===== src/rtl/button_conditioner_if.sv =====
`default_nettype none
// ============================================================================
//  Module      : button_conditioner_if
//  Description : Signal bundle between the push-button conditioner and its
//                user. The raw pad level goes in; a debounced level and
//                one-cycle event pulses come out.
//                  button        - raw, asynchronous pad level (1 = pushed)
//                  pressed       - debounced level
//                  press         - one-cycle pulse on an accepted press
//                  release_pulse - one-cycle pulse on an accepted release
//                  long_press    - one-cycle pulse when the hold is long
//                  repeat_pulse  - periodic pulse while held after long_press
//                "release" and "repeat" are language keywords, hence the
//                _pulse suffix on those two events.
//  Revision    : 1.0 - initial release
// ============================================================================
interface button_conditioner_if;
    logic button;
    logic pressed;
    logic press;
    logic release_pulse;
    logic long_press;
    logic repeat_pulse;

    // User side: drives the pad level, consumes the events.
    modport master (
        output button,
        input  pressed,
        input  press,
        input  release_pulse,
        input  long_press,
        input  repeat_pulse
    );

    // Conditioner side: samples the pad level, produces the events.
    modport slave (
        input  button,
        output pressed,
        output press,
        output release_pulse,
        output long_press,
        output repeat_pulse
    );
endinterface
`default_nettype wire


===== src/rtl/button_conditioner.sv =====
`default_nettype none
// ============================================================================
//  Module      : button_conditioner
//  Description : Synchronises, debounces and event-encodes the calculator's
//                single push button.
//                  clk  - single clock for the whole block
//                  rst  - synchronous, active-high reset
//                  bus  - button_conditioner_if.slave (raw button in,
//                         pressed level and press / release / long_press /
//                         repeat pulses out, all registered)
//                Parameters:
//                  DEBOUNCE_CYCLES - stable samples to accept a change (>= 2)
//                  LONG_CYCLES     - held samples before long_press   (>= 1)
//                  REPEAT_CYCLES   - repeat period after long_press   (>= 1)
//  Revision    : 1.0 - initial release
// ============================================================================
module button_conditioner #(
    parameter int DEBOUNCE_CYCLES = 50000,
    parameter int LONG_CYCLES     = 1000000,
    parameter int REPEAT_CYCLES   = 250000
) (
    input  wire logic           clk,
    input  wire logic           rst,
    button_conditioner_if.slave bus
);

    // One counter width serves both the debounce and the hold counters.
    localparam int c_MAX_DL     = (DEBOUNCE_CYCLES > LONG_CYCLES) ? DEBOUNCE_CYCLES : LONG_CYCLES;
    localparam int c_MAX_CYCLES = (c_MAX_DL > REPEAT_CYCLES) ? c_MAX_DL : REPEAT_CYCLES;
    localparam int c_CNT_W      = $clog2(c_MAX_CYCLES + 1);

    localparam logic [c_CNT_W-1:0] c_ONE     = c_CNT_W'(1);
    localparam logic [c_CNT_W-1:0] c_DB_LAST = c_CNT_W'(DEBOUNCE_CYCLES - 1);
    localparam logic [c_CNT_W-1:0] c_LONG    = c_CNT_W'(LONG_CYCLES);
    localparam logic [c_CNT_W-1:0] c_REPEAT  = c_CNT_W'(REPEAT_CYCLES);

    typedef enum logic [1:0] {
        S_RELEASED   = 2'd0,
        S_DB_PRESS   = 2'd1,
        S_PRESSED    = 2'd2,
        S_DB_RELEASE = 2'd3
    } state_t;

    // Two-flop synchroniser for the asynchronous pad input.
    logic               r_s1;
    logic               r_s2;

    state_t             r_state;
    logic [c_CNT_W-1:0] r_db_cnt;
    logic [c_CNT_W-1:0] r_hold_cnt;
    logic               r_long_done;

    logic               r_pressed;
    logic               r_press;
    logic               r_release;
    logic               r_long_press;
    logic               r_repeat;

    logic               w_btn_s;
    logic [c_CNT_W-1:0] w_hold_next;

    assign w_btn_s     = r_s2;
    assign w_hold_next = r_hold_cnt + c_ONE;

    // ------------------------------------------------------------------------
    // Synchroniser: the only place the raw button input is sampled.
    // ------------------------------------------------------------------------
    always_ff @(posedge clk) begin
        if (rst) begin
            r_s1 <= 1'b0;
            r_s2 <= 1'b0;
        end else begin
            r_s1 <= bus.button;
            r_s2 <= r_s1;
        end
    end

    // ------------------------------------------------------------------------
    // Debounce / hold FSM with registered level and pulse outputs.
    // Entering a debounce state already counts the first differing sample,
    // so the transition completes on the DEBOUNCE_CYCLES-th one.
    // ------------------------------------------------------------------------
    always_ff @(posedge clk) begin
        if (rst) begin
            r_state      <= S_RELEASED;
            r_db_cnt     <= '0;
            r_hold_cnt   <= '0;
            r_long_done  <= 1'b0;
            r_pressed    <= 1'b0;
            r_press      <= 1'b0;
            r_release    <= 1'b0;
            r_long_press <= 1'b0;
            r_repeat     <= 1'b0;
        end else begin
            // Pulses default low so each one lasts exactly one cycle.
            r_press      <= 1'b0;
            r_release    <= 1'b0;
            r_long_press <= 1'b0;
            r_repeat     <= 1'b0;

            case (r_state)
                S_RELEASED: begin
                    if (w_btn_s) begin
                        r_state  <= S_DB_PRESS;
                        r_db_cnt <= c_ONE;
                    end
                end

                S_DB_PRESS: begin
                    if (!w_btn_s) begin
                        r_state <= S_RELEASED;
                    end else if (r_db_cnt == c_DB_LAST) begin
                        r_state     <= S_PRESSED;
                        r_pressed   <= 1'b1;
                        r_press     <= 1'b1;
                        r_hold_cnt  <= '0;
                        r_long_done <= 1'b0;
                    end else begin
                        r_db_cnt <= r_db_cnt + c_ONE;
                    end
                end

                S_PRESSED: begin
                    if (!w_btn_s) begin
                        r_state  <= S_DB_RELEASE;
                        r_db_cnt <= c_ONE;
                    end else if (!r_long_done && (w_hold_next == c_LONG)) begin
                        r_long_press <= 1'b1;
                        r_long_done  <= 1'b1;
                        r_hold_cnt   <= '0;
                    end else if (r_long_done && (w_hold_next == c_REPEAT)) begin
                        r_repeat   <= 1'b1;
                        r_hold_cnt <= '0;
                    end else begin
                        r_hold_cnt <= w_hold_next;
                    end
                end

                S_DB_RELEASE: begin
                    // The hold counter is left untouched here, so a bounce
                    // during release resumes the hold timing where it paused.
                    if (w_btn_s) begin
                        r_state <= S_PRESSED;
                    end else if (r_db_cnt == c_DB_LAST) begin
                        r_state   <= S_RELEASED;
                        r_pressed <= 1'b0;
                        r_release <= 1'b1;
                    end else begin
                        r_db_cnt <= r_db_cnt + c_ONE;
                    end
                end

                default: begin
                    r_state <= S_RELEASED;
                end
            endcase
        end
    end

    assign bus.pressed       = r_pressed;
    assign bus.press         = r_press;
    assign bus.release_pulse = r_release;
    assign bus.long_press    = r_long_press;
    assign bus.repeat_pulse  = r_repeat;

endmodule
`default_nettype wire


===== src/flat_wrapper.sv =====
// flat-port wrapper written by rule: the top's interface ports become plain ports
module button_conditioner_flat 
#(
    parameter int DEBOUNCE_CYCLES = 50000,
    parameter int LONG_CYCLES     = 1000000,
    parameter int REPEAT_CYCLES   = 250000
)
  (clk, rst, bus_button, bus_pressed, bus_press, bus_release_pulse, bus_long_press, bus_repeat_pulse);
  button_conditioner_if bus_i ();
  input  wire logic clk;
  input  wire logic rst;
  input wire logic [$bits(bus_i.button)-1:0] bus_button;
  output wire logic [$bits(bus_i.pressed)-1:0] bus_pressed;
  output wire logic [$bits(bus_i.press)-1:0] bus_press;
  output wire logic [$bits(bus_i.release_pulse)-1:0] bus_release_pulse;
  output wire logic [$bits(bus_i.long_press)-1:0] bus_long_press;
  output wire logic [$bits(bus_i.repeat_pulse)-1:0] bus_repeat_pulse;
  assign bus_i.button = bus_button;
  assign bus_pressed = bus_i.pressed;
  assign bus_press = bus_i.press;
  assign bus_release_pulse = bus_i.release_pulse;
  assign bus_long_press = bus_i.long_press;
  assign bus_repeat_pulse = bus_i.repeat_pulse;
  button_conditioner #(.DEBOUNCE_CYCLES(DEBOUNCE_CYCLES), .LONG_CYCLES(LONG_CYCLES), .REPEAT_CYCLES(REPEAT_CYCLES)) u_core (.clk(clk), .rst(rst), .bus(bus_i));
endmodule

===== config.mk =====
export PLATFORM = sky130hd
export DESIGN_NAME = button_conditioner_flat
export DESIGN_NICKNAME = d
export VERILOG_FILES = /design/src/rtl/button_conditioner_if.sv /design/src/rtl/button_conditioner.sv /design/src/flat_wrapper.sv
export SDC_FILE = /design/constraint.sdc
export NUM_CORES = 1
export LEC_CHECK = 0
export CAP_MARGIN = 30
export CORE_AREA = 2 2 74 76
export CTS_CLUSTER_DIAMETER = 60
export DETAILED_ROUTE_END_ITERATION = 7
export DIE_AREA = 0 0 76 78
export PLACE_DENSITY = 0.75
export SETUP_SLACK_MARGIN = 0.4
export SYNTH_ARGS = -nofsm -noshare
export SYNTH_HDL_FRONTEND = slang
export SYNTH_SLANG_ARGS = --single-unit

===== constraint.sdc =====
create_clock -name clk -period 3.7 [get_ports clk]
set_input_delay 1.11 -clock clk [delete_from_list [all_inputs] [get_ports clk]]
set_output_delay 1.11 -clock clk [all_outputs]
set_load 0.05 [all_outputs]

# Yosys cells after proc, flatten, opt, wreduce, memory -nomap -nowiden
# Cells that the tools add are included.
[totals] reg_bits=50 elab_cells=79 output_inout_bits=5 in_bits=3
[classes] mux=31 bitwise=4 n_eq_ne=16 add_sub_neg=2 reduce_logical=15
[ops] cell="two-way mux 20 bit" n=10
[ops] cell="one-hot mux 20 bit (4 select lines)" n=1
[ops] cell="adder 20 x 1 -> 20 bit (second input constant)" n=2
[ops] cell="one-hot mux 20 bit (2 select lines)" n=1
[ops] cell="== test 20 x 16 -> 1 bit (second input constant)" n=1
[ops] cell="== test 20 x 18 -> 1 bit (second input constant)" n=1
[ops] cell="== test 20 bit (second input constant)" n=1
[ops] cell="two-way mux 2 bit" n=6
[ops] cell="inequality test 2 x 1 -> 1 bit (second input constant)" n=6
[ops] cell="AND reduction 4 bit" n=3
[ops] cell="two-way mux 1 bit" n=10
[ops] cell="AND reduction 5 bit" n=2
[ops] cell="OR reduction 3 bit" n=3
[ops] cell="one-hot mux 2 bit (4 select lines)" n=1
[ops] cell="== test 2 bit (second input constant)" n=2
[ops] cell="inequality test 2 bit (second input constant)" n=2
[ops] cell="inverter 1 bit" n=4
[ops] cell="one-hot mux 1 bit (2 select lines)" n=2
[ops] cell="nonzero test 2 bit" n=2
[ops] cell="OR reduction 4 bit" n=1
[ops] cell="inequality test 3 x 1 -> 1 bit (second input constant)" n=1
[ops] cell="inequality test 3 bit (second input constant)" n=1
[ops] cell="== test 2 x 1 -> 1 bit (second input constant)" n=1
[ops] cell="logical AND 1 bit" n=2
[ops] cell="2 further kinds" n=2

# Depth between registers and ports, before layout
# Gate-level depths: netlist of run 1.
[depth] ltp_word=7 ltp_mapped=11 depth_no_buf=10

# Worst setup path before layout of run 1
# Ideal clock, no wire load.
[synth_path] path_kind="register to register" startpoint="reg u_core.r_hold_cnt[0]" endpoint="reg u_core.r_hold_cnt[2]" stages_incl_launch_ff=12 path_slack_ns=1.023 period_less_slack_ns=2.677 n_path_buf=2 required_ns=3.578 arrival_ns=2.555 setup_ns=0.122 path_cell_list="dfxtp_1 > ha_1 > buf_2 > nand3_4 > or3b_1 > a2111o_1 > nor4b_2 > nand2_1 > o21ai_2 > buf_6 > nor4_1 > a311o_1"
[synth_via] elab_chain_cells=7 elab_cells_between_ends=9 classes_between="add/sub: 1; eq/ne: 2; mux: 4; reduce/logical: 2"
[synth_lines] element="start: declaration" line_no="button_conditioner.sv:50" rtl="logic [c_CNT_W-1:0] r_hold_cnt;"
[synth_lines] element="start signal: assignment" line_no="button_conditioner.sv:135" rtl="r_hold_cnt <= w_hold_next;"
[synth_lines] element="adder 20 x 1 -> 20 bit *" line_no="button_conditioner.sv:63" rtl="assign w_hold_next = r_hold_cnt + c_ONE;"
[synth_lines] element="== test 20 x 18 -> 1 bit" line_no="button_conditioner.sv:131" rtl="end else if (r_long_done && (w_hold_next == c_REPEAT)) begin"
[synth_lines] element="logical AND 1 bit" line_no="button_conditioner.sv:131"
[synth_lines] element="two-way mux 20 bit" line_no="button_conditioner.sv:131"
[synth_lines] element="two-way mux 20 bit *" line_no="button_conditioner.sv:127" rtl="end else if (!r_long_done && (w_hold_next == c_LONG)) begin"
[synth_lines] element="two-way mux 20 bit *" line_no="button_conditioner.sv:124" rtl="if (!w_btn_s) begin"
[synth_lines] element="one-hot mux 20 bit (2 select lines) *" line_no="button_conditioner.sv:101" rtl="case (r_state)"
# Mark *: on every way between the ends. The rest lies on a longest branch, timed or not. The select of a mux whose other input is x is not followed.
# A chain may end at the register's enable or synchronous reset.

# Final worst setup path of run 1
# Same ends and word-level chain as after synthesis.

==> results of run 1 <==
==> worst register-to-register path, cell delays in order (launching register included) <==
cell	delay [ps]
dfxtp_1	450
ha_1	400
nand3_4	130
or3b_1	380
a2111o_1	400
nor4b_2	310
nand2_1	140
o21ai_2	400
nor4_1	100
a311o_1	330
==> metal layers <==
| layer | track usage (%) | up-vias | wire, µm |
|---|---|---|---|
| met4 | 8.727 | 0 | 131 |
| met1 | 27.07 | 1205 | 2716 |
| met2 | 40.89 | 58 | 3211 |
| met3 | 4.186 | 14 | 310 |
| li1 | - | 1288 | - |
| met5 | 0 | - | 0 |
==> state kept, by name, summed over array words and instances, names as in the netlist, named ones only <==
register                  count
u_core.bus.long_press         1
u_core.r_db_cnt              20
u_core.r_long_done            1
u_core.bus.release_pulse      1
u_core.r_hold_cnt            20
u_core.r_s2                   1
u_core.r_state                1
u_core.bus.press              1
u_core.bus.repeat_pulse       1
u_core.r_s1                   1
u_core.bus.pressed            1
==> path summary, 6_finish.rpt <==
path | start | end
worst max-delay path | u_core.r_hold_cnt[0] | u_core.r_hold_cnt[2]
worst min-delay path | u_core.r_s1 | u_core.r_s2
worst max register to register | u_core.r_hold_cnt[0] | u_core.r_hold_cnt[2]
worst min register to register | u_core.r_s1 | u_core.r_s2
==> kinds of logic (layout without fill, tap and decap cells) <==
logic type	count (synthesis)	count (layout)
xor+xnor	33	33
fa+ha+maj	7	7
flops	50	50
buf+inv	26	26
simple gates	178	178
compound gates	64	64
==> area by class of cell <==
cell class                 instances  area share (%)
tap                               70           2.788
clock buffer                       5           2.190
sequential                        50           31.86
clock inverter                     3           1.513
multi-input combinational        282           57.63
timing repair buffer              11           3.186
inverter                           7          0.8363
==> power by group <==
group	leakage, nW	internal [mW]	switching [mW]
sequential	0.403	0.543	0.00796
combinational	0.566	0.0261	0.0697
clock	0.0587	0.205	0.198
==> cells in the final DEF, fill, tap and decap left out, types with 4 or more instances in the layout <==
cell type,instances
a211oi_1,4
nand4_1,16
nand2_1,37
xnor2_1,14
nor2b_1,5
o31ai_1,4
or3_1,5
a21oi_1,16
and3_1,6
nand3_1,16
dfxtp_1,50
xor2_1,18
nor4_1,9
or4_1,4
nor2_1,41
clkbuf_8,5
clkdlybuf4s50_1,7
o21ai_0,7
inv_1,7
and4_1,4
nor3_1,11
buf_4,4
ha_1,7
a31oi_1,5
==> through the flow <==
stage	utilization (%)	hold WS, ps	power, mW
6_report	62.31	448.4	1.051
5_1_grt	62.31	468.3	1.098
3_3_place_gp	60.00	417.2	0.6567
2_1_floorplan	-	413.8	0.6322
3_5_place_dp	60.00	432.7	0.6577
4_1_cts	62.31	453.6	1.061
==> impl_metrics.env, run 1 <==
export IMPL_yosysUniqueCellTypes=60
export IMPL_die_x_um=76
export IMPL_rr_worst_depth=9
export IMPL_synth_compound_area_share_pct=15.01
export IMPL_final_nets=367
export IMPL_htree_levels=2
export IMPL_path_cells="ha_1 > nand3_4 > or3b_1 > a2111o_1 > nor4b_2 > nand2_1 > o21ai_2 > nor4_1 > a311o_1"
export IMPL_cp_slowest_cell="dfxtp_1"
export IMPL_crit_path_end_kind="flip-flop"
export IMPL_area_growth_pct=6.488
export IMPL_antenna_cells=0
export IMPL_io_buffers=7
export IMPL_fmax_mhz=320.0
export IMPL_power_density_nw_per_um2=334.4
export IMPL_criticalPathCategory="flip-flop to flip-flop"
export IMPL_start_kind="flip-flop"
export IMPL_placeableCoreArea_um2=5042
export IMPL_period_minus_slack_ps=3125
export IMPL_yosysSeqAreaShare_pct=33.93
export IMPL_cap_viol_max_count=0
export IMPL_holdPathStages=1
export IMPL_synth_top_family_by_area="simple AND/OR/NAND/NOR gates"
export IMPL_tns_ps=0
export IMPL_grt_max_degree=27
export IMPL_synth_xor_area_share_pct=10.05
export IMPL_crit_fanout=11
export IMPL_synth_area_um2=2950
export IMPL_cp_depth=9
export IMPL_cts_sinks=50
export IMPL_finClkSkew_ps=5.588
export IMPL_p_leak_nw=1.029
export IMPL_cts_root_buf="clkbuf_8"
export IMPL_setup_slack_ps=575.3
export IMPL_post_cts_resized=0
export IMPL_drive_above_1_share_pct=8.659
export IMPL_r2r_setup_slack_ps=580
export IMPL_nFillCells=455
export IMPL_clkSlewWorstSetupHoldPaths_ps=100
export IMPL_detailed_place_hpwl_um=4478
export IMPL_multi_input_area_um2=1810
export IMPL_cp_slowest_stage_delay_ps=450
export IMPL_slew_viol_final=0
export IMPL_muxShareOfSynthArea_pct=0
export IMPL_final_area_um2=3142
export IMPL_ant_nets=0
export IMPL_start_util_pct=58.51
export IMPL_ir_drop_uv=249.6
export IMPL_synth_area_leaders="dfxtp_1 (34%), xor2_1 (5.3%), nor2_1 (5.2%), nand2_1 (4.7%), xnor2_1 (4.2%)"
export IMPL_slew_headroom_pct=52.67
export IMPL_numCtsBuffers=5
export IMPL_tightestPinTransition_ps=705.6
export IMPL_vias_per_cell=5.993
export IMPL_ys_ff_latch=50
export IMPL_setup_violations=0
export IMPL_stdcell_count=428
export IMPL_antenna_found_initial=0
export IMPL_grt_overflow=0
export IMPL_post_cts_buffers=0
export IMPL_synth_most_common_cell="dfxtp_1"
export IMPL_synthFlopType="dfxtp_1"
export IMPL_dr_pass1_iters=4
export IMPL_fp_row_count=26
export IMPL_hold_viol=0
export IMPL_vias=2565
export IMPL_die_area_um2=5928
export IMPL_clk_latency_ps=310
export IMPL_cts_buffer_depth=2
export IMPL_synth_top_area_share_pct=33.93
export IMPL_synth_edf_count=0
export IMPL_drt_iter0_markers=222
export IMPL_cts_hold_buf=0
export IMPL_cts_tree="built"
export IMPL_gp_congestion=0.9724
export IMPL_critPathBufInv=0
export IMPL_grt_pass1_wl_um=11010
export IMPL_synthTopCellsByCount="dfxtp_1 (50), nor2_1 (41), nand2_1 (37)"
export IMPL_io_pins=8
export IMPL_critPathTopFamily="compound AO/OA/AOI/OAI gates"
export IMPL_crit_required_ps=3900
export IMPL_arrival_ps=3330
export IMPL_post_route_drc_count=0
export IMPL_synth_cells=358
export IMPL_drt_wl_total_um=6368
export IMPL_pre_cts_slack_ps=589.1
export IMPL_synth_largest_area_cell="dfxtp_1"
export IMPL_synthAdderAreaFrac_pct=2.969
export IMPL_async_flop_share_pct=0
export IMPL_fp_dieH_um=78
export IMPL_placed_area_um2=3025
export IMPL_synthSimpleGateAreaFrac_pct=33.33
export IMPL_rsz0062_at_grt="no"
export IMPL_placed_cells=420
export IMPL_grt_pass1_vias=2377
export IMPL_synth_nets=368
export IMPL_period_share_pct=84.45
export IMPL_status="finished clean"
export IMPL_routedWlPerCell_um=14.88
export IMPL_synth_avg_cell_area_um2=8.241
export IMPL_hold_path_class="flip-flop to flip-flop"
export IMPL_grtUsageTotal_pct=22.77
export IMPL_seq_area_um2=1001
export IMPL_yosysWarnings=0
Power figures use the tool's default switching activity.
==> inputs of run 2 (changes only) <==
==> constraint.sdc (replaced) <==
create_clock -name clk -period 3.23 [get_ports clk]
set_input_delay 0.969 -clock clk [delete_from_list [all_inputs] [get_ports clk]]
set_output_delay 0.969 -clock clk [all_outputs]
set_load 0.05 [all_outputs]
==> impl_metrics.env, run 2 (synthesis results as in run 1) <==
export IMPL_ant_nets=0
export IMPL_slew_viol_final=0
export IMPL_rr_worst_depth=8
export IMPL_vias=2587
export IMPL_post_route_drc_count=0
export IMPL_cts_root_buf="clkbuf_8"
export IMPL_dr_pass1_iters=5
export IMPL_cap_viol_max_count=0
export IMPL_power_density_nw_per_um2=346.9
export IMPL_r2r_start="u_core.r_hold_cnt[2]"
export IMPL_cp_slowest_stage_delay_ps=600
export IMPL_cp_depth=8
export IMPL_nFillCells=435
export IMPL_hold_viol=0
export IMPL_htree_levels=2
export IMPL_r2r_setup_slack_ps=530
export IMPL_startpoint="u_core.r_hold_cnt[2]"
export IMPL_io_buffers=7
export IMPL_vias_per_cell=5.975
export IMPL_rsz0062_at_grt="yes"
export IMPL_critPathTopFamily="simple AND/OR/NAND/NOR gates"
export IMPL_fmax_mhz=369.8
export IMPL_slew_headroom_pct=52.00
export IMPL_final_nets=372
export IMPL_detailed_place_hpwl_um=4581
export IMPL_worst_hold_slack_ps=444.7
export IMPL_criticalPathCategory="flip-flop to flip-flop"
export IMPL_cp_slowest_cell="or4_4"
export IMPL_critPathBufInv=0
export IMPL_grt_overflow=0
export IMPL_period_minus_slack_ps=2704
export IMPL_die_area_um2=5928
export IMPL_p_leak_nw=1.062
export IMPL_hold_path_class="flip-flop to flip-flop"
export IMPL_finClkSkew_ps=11.22
export IMPL_status="finished clean"
export IMPL_setup_worst_path_end="u_core.r_hold_cnt[16]"
export IMPL_grtUsageTotal_pct=22.57
export IMPL_drt_iter0_markers=221
export IMPL_gp_congestion=0.9735
export IMPL_grt_max_degree=27
export IMPL_grt_pass1_wl_um=10990
export IMPL_antenna_found_initial=0
export IMPL_cts_hold_buf=0
export IMPL_crit_path_end_kind="flip-flop"
export IMPL_antenna_cells=0
export IMPL_cts_buffer_depth=2
export IMPL_die_x_um=76
export IMPL_crit_required_ps=3430
export IMPL_ir_drop_uv=297.4
export IMPL_layout_common_cells="nor2_1 (41), dfxtp_1 (41), nand2_1 (37)"
export IMPL_crit_fanout=11
export IMPL_r2r_end="u_core.r_hold_cnt[16]"
export IMPL_start_util_pct=58.51
export IMPL_cts_tree="built"
export IMPL_drt_wl_total_um=6494
export IMPL_arrival_ps=2900
export IMPL_routedWlPerCell_um=15.00
export IMPL_fp_dieH_um=78
export IMPL_placeableCoreArea_um2=5042
export IMPL_top_regs="u_core.r_db_cnt x20, u_core.r_hold_cnt x20"
export IMPL_grt_pass1_vias=2437
export IMPL_start_kind="flip-flop"
export IMPL_path_cells="nand3_4 > or4_4 > or3_1 > a2111oi_2 > a22oi_1 > o21ai_2 > a21o_2 > nor2_1"
export IMPL_setup_violations=0
export IMPL_fp_row_count=26
export IMPL_clkSlewWorstSetupHoldPaths_ps=80
export IMPL_tns_ps=0
export IMPL_clk_latency_ps=310
export IMPL_io_pins=8
export IMPL_tightestPinTransition_ps=715.7
export IMPL_period_share_pct=83.73
export IMPL_area_growth_pct=9.330
export IMPL_drive_above_1_share_pct=13.22
export IMPL_cts_sinks=50
export IMPL_numCtsBuffers=5
## run 2: area by class of cell
class	count	area, µm²	share of cell area, %
flip-flops and latches	50	1012	31.38
well taps	70	87.58	2.715
repair buffers	16	150.1	4.655
multi-input cells	282	1858	57.60
inverters	7	26.28	0.8146
clock buffers	7	86.33	2.676
clock inverters	1	5.005	0.1552
## run 2: timing repair
action                                  CTS  global route
setup buffers                             2             0
cloned                                    0             0
endpoints found under the setup margin   11            14
pin swaps                                 1             2
gates resized for setup                   6            11
## run 2: worst min path at each step
stage / end / startpoint / slack, ps / cells past startpoint
4_1_cts: u_core.r_s2 / u_core.r_s1 / 460 / 1
6_report: u_core.r_s2 / u_core.r_s1 / 440 / 1
3_3_place_gp: u_core.r_s2 / u_core.r_s1 / 420 / 1
2_1_floorplan: u_core.r_s2 / u_core.r_s1 / 410 / 1
5_1_grt: u_core.r_s2 / u_core.r_s1 / 480 / 1
3_5_place_dp: u_core.r_s2 / u_core.r_s1 / 430 / 1
## run 2: metrics by stage
stage               std cells  utilization, %  worst slack (ps)  power [mW]  area (µm²)
global placement          423           60.45             206.0      0.7520        3048
global route              433           63.97             393.0       1.164        3226
detailed placement        423           60.45             96.07      0.7538        3048
finish                    433           63.97             525.6       1.119        3226
floorplan                 358               -             552.9      0.7242        2950
CTS                       433           63.28             428.9       1.127        3191
## run 2: power breakdown
part,switching (mW),internal (mW),leakage [nW]
sequential,0.00945,0.622,0.408
clock,0.202,0.173,0.0482
combinational,0.0789,0.0334,0.606
total,0.290,0.829,1.06
## run 2: per-layer routing
layer	track usage (%)	vias up	part of all wire (%)
li1	-	1293	-
met2	39.46	62	50
met4	9.818	0	2.0
met5	0	-	0
met1	27.54	1221	44
met3	3.721	11	3.9
==> inputs of run 3 (changes only) <==
==> constraint.sdc (replaced) <==
create_clock -name clk -period 2.6 [get_ports clk]
set_input_delay 0.78 -clock clk [delete_from_list [all_inputs] [get_ports clk]]
set_output_delay 0.78 -clock clk [all_outputs]
set_load 0.05 [all_outputs]
==> impl_metrics.env, run 3 (synthesis results as in run 1) <==
export IMPL_cts_root_buf="clkbuf_8"
export IMPL_startpoint="u_core.r_hold_cnt[0]"
export IMPL_antenna_found_initial=0
export IMPL_r2r_start="u_core.r_hold_cnt[0]"
export IMPL_post_route_drc_count=0
export IMPL_vias_per_cell=6.138
export IMPL_post_route_util_pct=78.44
export IMPL_arrival_ps=2830
export IMPL_grt_max_degree=19
export IMPL_clkSlewWorstSetupHoldPaths_ps=90
export IMPL_pre_cts_slack_ps=48.32
export IMPL_layout_common_cells="buf_4 (53), nor2_1 (39), dfxtp_1 (34)"
export IMPL_slew_headroom_pct=60.58
export IMPL_critPathTopFamily="compound AO/OA/AOI/OAI gates"
export IMPL_start_util_pct=58.51
export IMPL_criticalPathCategory="flip-flop to flip-flop"
export IMPL_met2_usage_pct=48.04
export IMPL_slew_viol_final=0
export IMPL_setup_slack_ps=-35.02
export IMPL_area_growth_pct=34.05
export IMPL_antenna_cells=0
export IMPL_gp_congestion=0.9760
export IMPL_ir_drop_uv=348.8
export IMPL_fp_row_count=26
export IMPL_vias=2983
export IMPL_clk_latency_ps=290
export IMPL_drt_wl_total_um=8608
export IMPL_top_regs="u_core.r_db_cnt x20, u_core.r_hold_cnt x20"
export IMPL_crit_fanout=5
export IMPL_cts_tree="built"
export IMPL_power_density_nw_per_um2=365.0
export IMPL_drt_iter0_markers=293
export IMPL_final_common_cell="buf_4"
export IMPL_period_share_pct=101.3
export IMPL_start_kind="flip-flop"
export IMPL_r2r_end="u_core.r_hold_cnt[8]"
export IMPL_placeableCoreArea_um2=5042
export IMPL_finClkSkew_ps=10.97
export IMPL_grt_pass1_vias=2810
export IMPL_cp_slowest_stage_delay_ps=430
export IMPL_grt_use_met3_pct=3.953
export IMPL_ant_nets=0
export IMPL_crit_required_ps=2800
export IMPL_cp_slowest_cell="a2111o_1"
export IMPL_path_cells="ha_4 > nand3_4 > or3b_1 > a2111o_1 > nor4b_4 > nand2_2 > o21ai_4 > buf_6 > a21oi_2 > a31o_2"
export IMPL_period_minus_slack_ps=2635
export IMPL_crit_path_end_kind="flip-flop"
export IMPL_grt_met1_usage_pct=33.36
export IMPL_hold_viol=0
export IMPL_htree_levels=2
export IMPL_setup_worst_path_end="u_core.r_hold_cnt[8]"
export IMPL_grt_busiest_layer="met2"
export IMPL_routedWlPerCell_um=17.71
export IMPL_grt_pass1_wl_um=13170
export IMPL_cp_depth=10
export IMPL_die_x_um=76
export IMPL_final_nets=427
export IMPL_cts_sinks=50
export IMPL_detailed_place_hpwl_um=5219
export IMPL_setup_violations=3
export IMPL_rsz0062_at_grt="yes"
export IMPL_numCtsBuffers=5
export IMPL_violations="negative setup slack"
export IMPL_io_buffers=7
export IMPL_hold_path_class="flip-flop to flip-flop"
export IMPL_io_pins=8
export IMPL_cts_hold_buf=0
export IMPL_cap_viol_max_count=0
export IMPL_rr_worst_depth=10
export IMPL_p_leak_nw=1.418
export IMPL_grt_overflow=0
export IMPL_grtUsageTotal_pct=26.96
export IMPL_fmax_mhz=379.5
export IMPL_tightestPinTransition_ps=585.9
export IMPL_die_area_um2=5928
export IMPL_fp_dieH_um=78
export IMPL_cts_buffer_depth=2
export IMPL_dr_pass1_iters=5
export IMPL_r2r_setup_slack_ps=-40
export IMPL_drive_above_1_share_pct=36.78
export IMPL_critPathBufInv=1
export IMPL_status="finished with violations"
## run 3: layout make-up
cell class                      count  area, µm²
Inverter                            7      28.78
Clock buffer                        6      82.58
Tap cell                           70      87.58
Timing Repair Buffer               71      589.3
Fill cell                         327       1087
Multi-Input combinational cell    282       2121
Sequential cell                    50       1046
## run 3: how the worst min path moves through the flow
stage                startpoint     endpoint  slack (ps)  cells after the start
finish              u_core.r_s1  u_core.r_s2         430                      1
global route        u_core.r_s1  u_core.r_s2         480                      1
CTS                 u_core.r_s1  u_core.r_s2         450                      1
detailed placement  u_core.r_s1  u_core.r_s2         440                      1
global placement    u_core.r_s1  u_core.r_s2         430                      1
floorplan           u_core.r_s1  u_core.r_s2         410                      1
## run 3: power by group
| group | switching [mW] | internal (mW) | total (mW) |
|---|---|---|---|
| Clock | 0.243 | 0.206 | 0.449 |
| Combinational | 0.129 | 0.0868 | 0.216 |
| Sequential | 0.0127 | 0.766 | 0.778 |
| Total | 0.385 | 1.06 | 1.44 |
## run 3: what timing repair did
item | 4_1_cts | 5_1_grt
buffers inserted | 16 | 11
pin swaps | 28 | 25
setup endpoints to repair | 37 | 39
resized for setup | 41 | 57
## run 3: metal layers
| metal | wire, µm | share of wire (%) | up-vias |
|---|---|---|---|
| met5 | 0 | 0 | - |
| met4 | 291 | 3.4 | 0 |
| met3 | 478 | 5.6 | 30 |
| met2 | 4374 | 51 | 138 |
| met1 | 3465 | 40 | 1405 |
| li1 | - | - | 1410 |
## run 3: through the flow
stage          hold WS (ps)  power (mW)  instance area, µm²  setup TNS (ps)  std cells
2_1_floorplan         413.8      0.9082                3019               0        358
3_5_place_dp          435.5      0.9502                3321               0        453
3_3_place_gp          427.1      0.9481                3321               0        453
4_1_cts               450.1       1.408                3645               0        475
5_1_grt               476.7       1.496                3955          -457.6        486
6_report              433.8       1.444                3955          -96.77        486
## run 3: worst register-to-register path, cell delays in order, from the launching register on
cell	delay (ps)
dfxtp_4	380
ha_4	160
nand3_4	70
or3b_1	360
a2111o_1	430
nor4b_4	310
nand2_2	160
o21ai_4	270
buf_6	160
a21oi_2	40
a31o_2	200
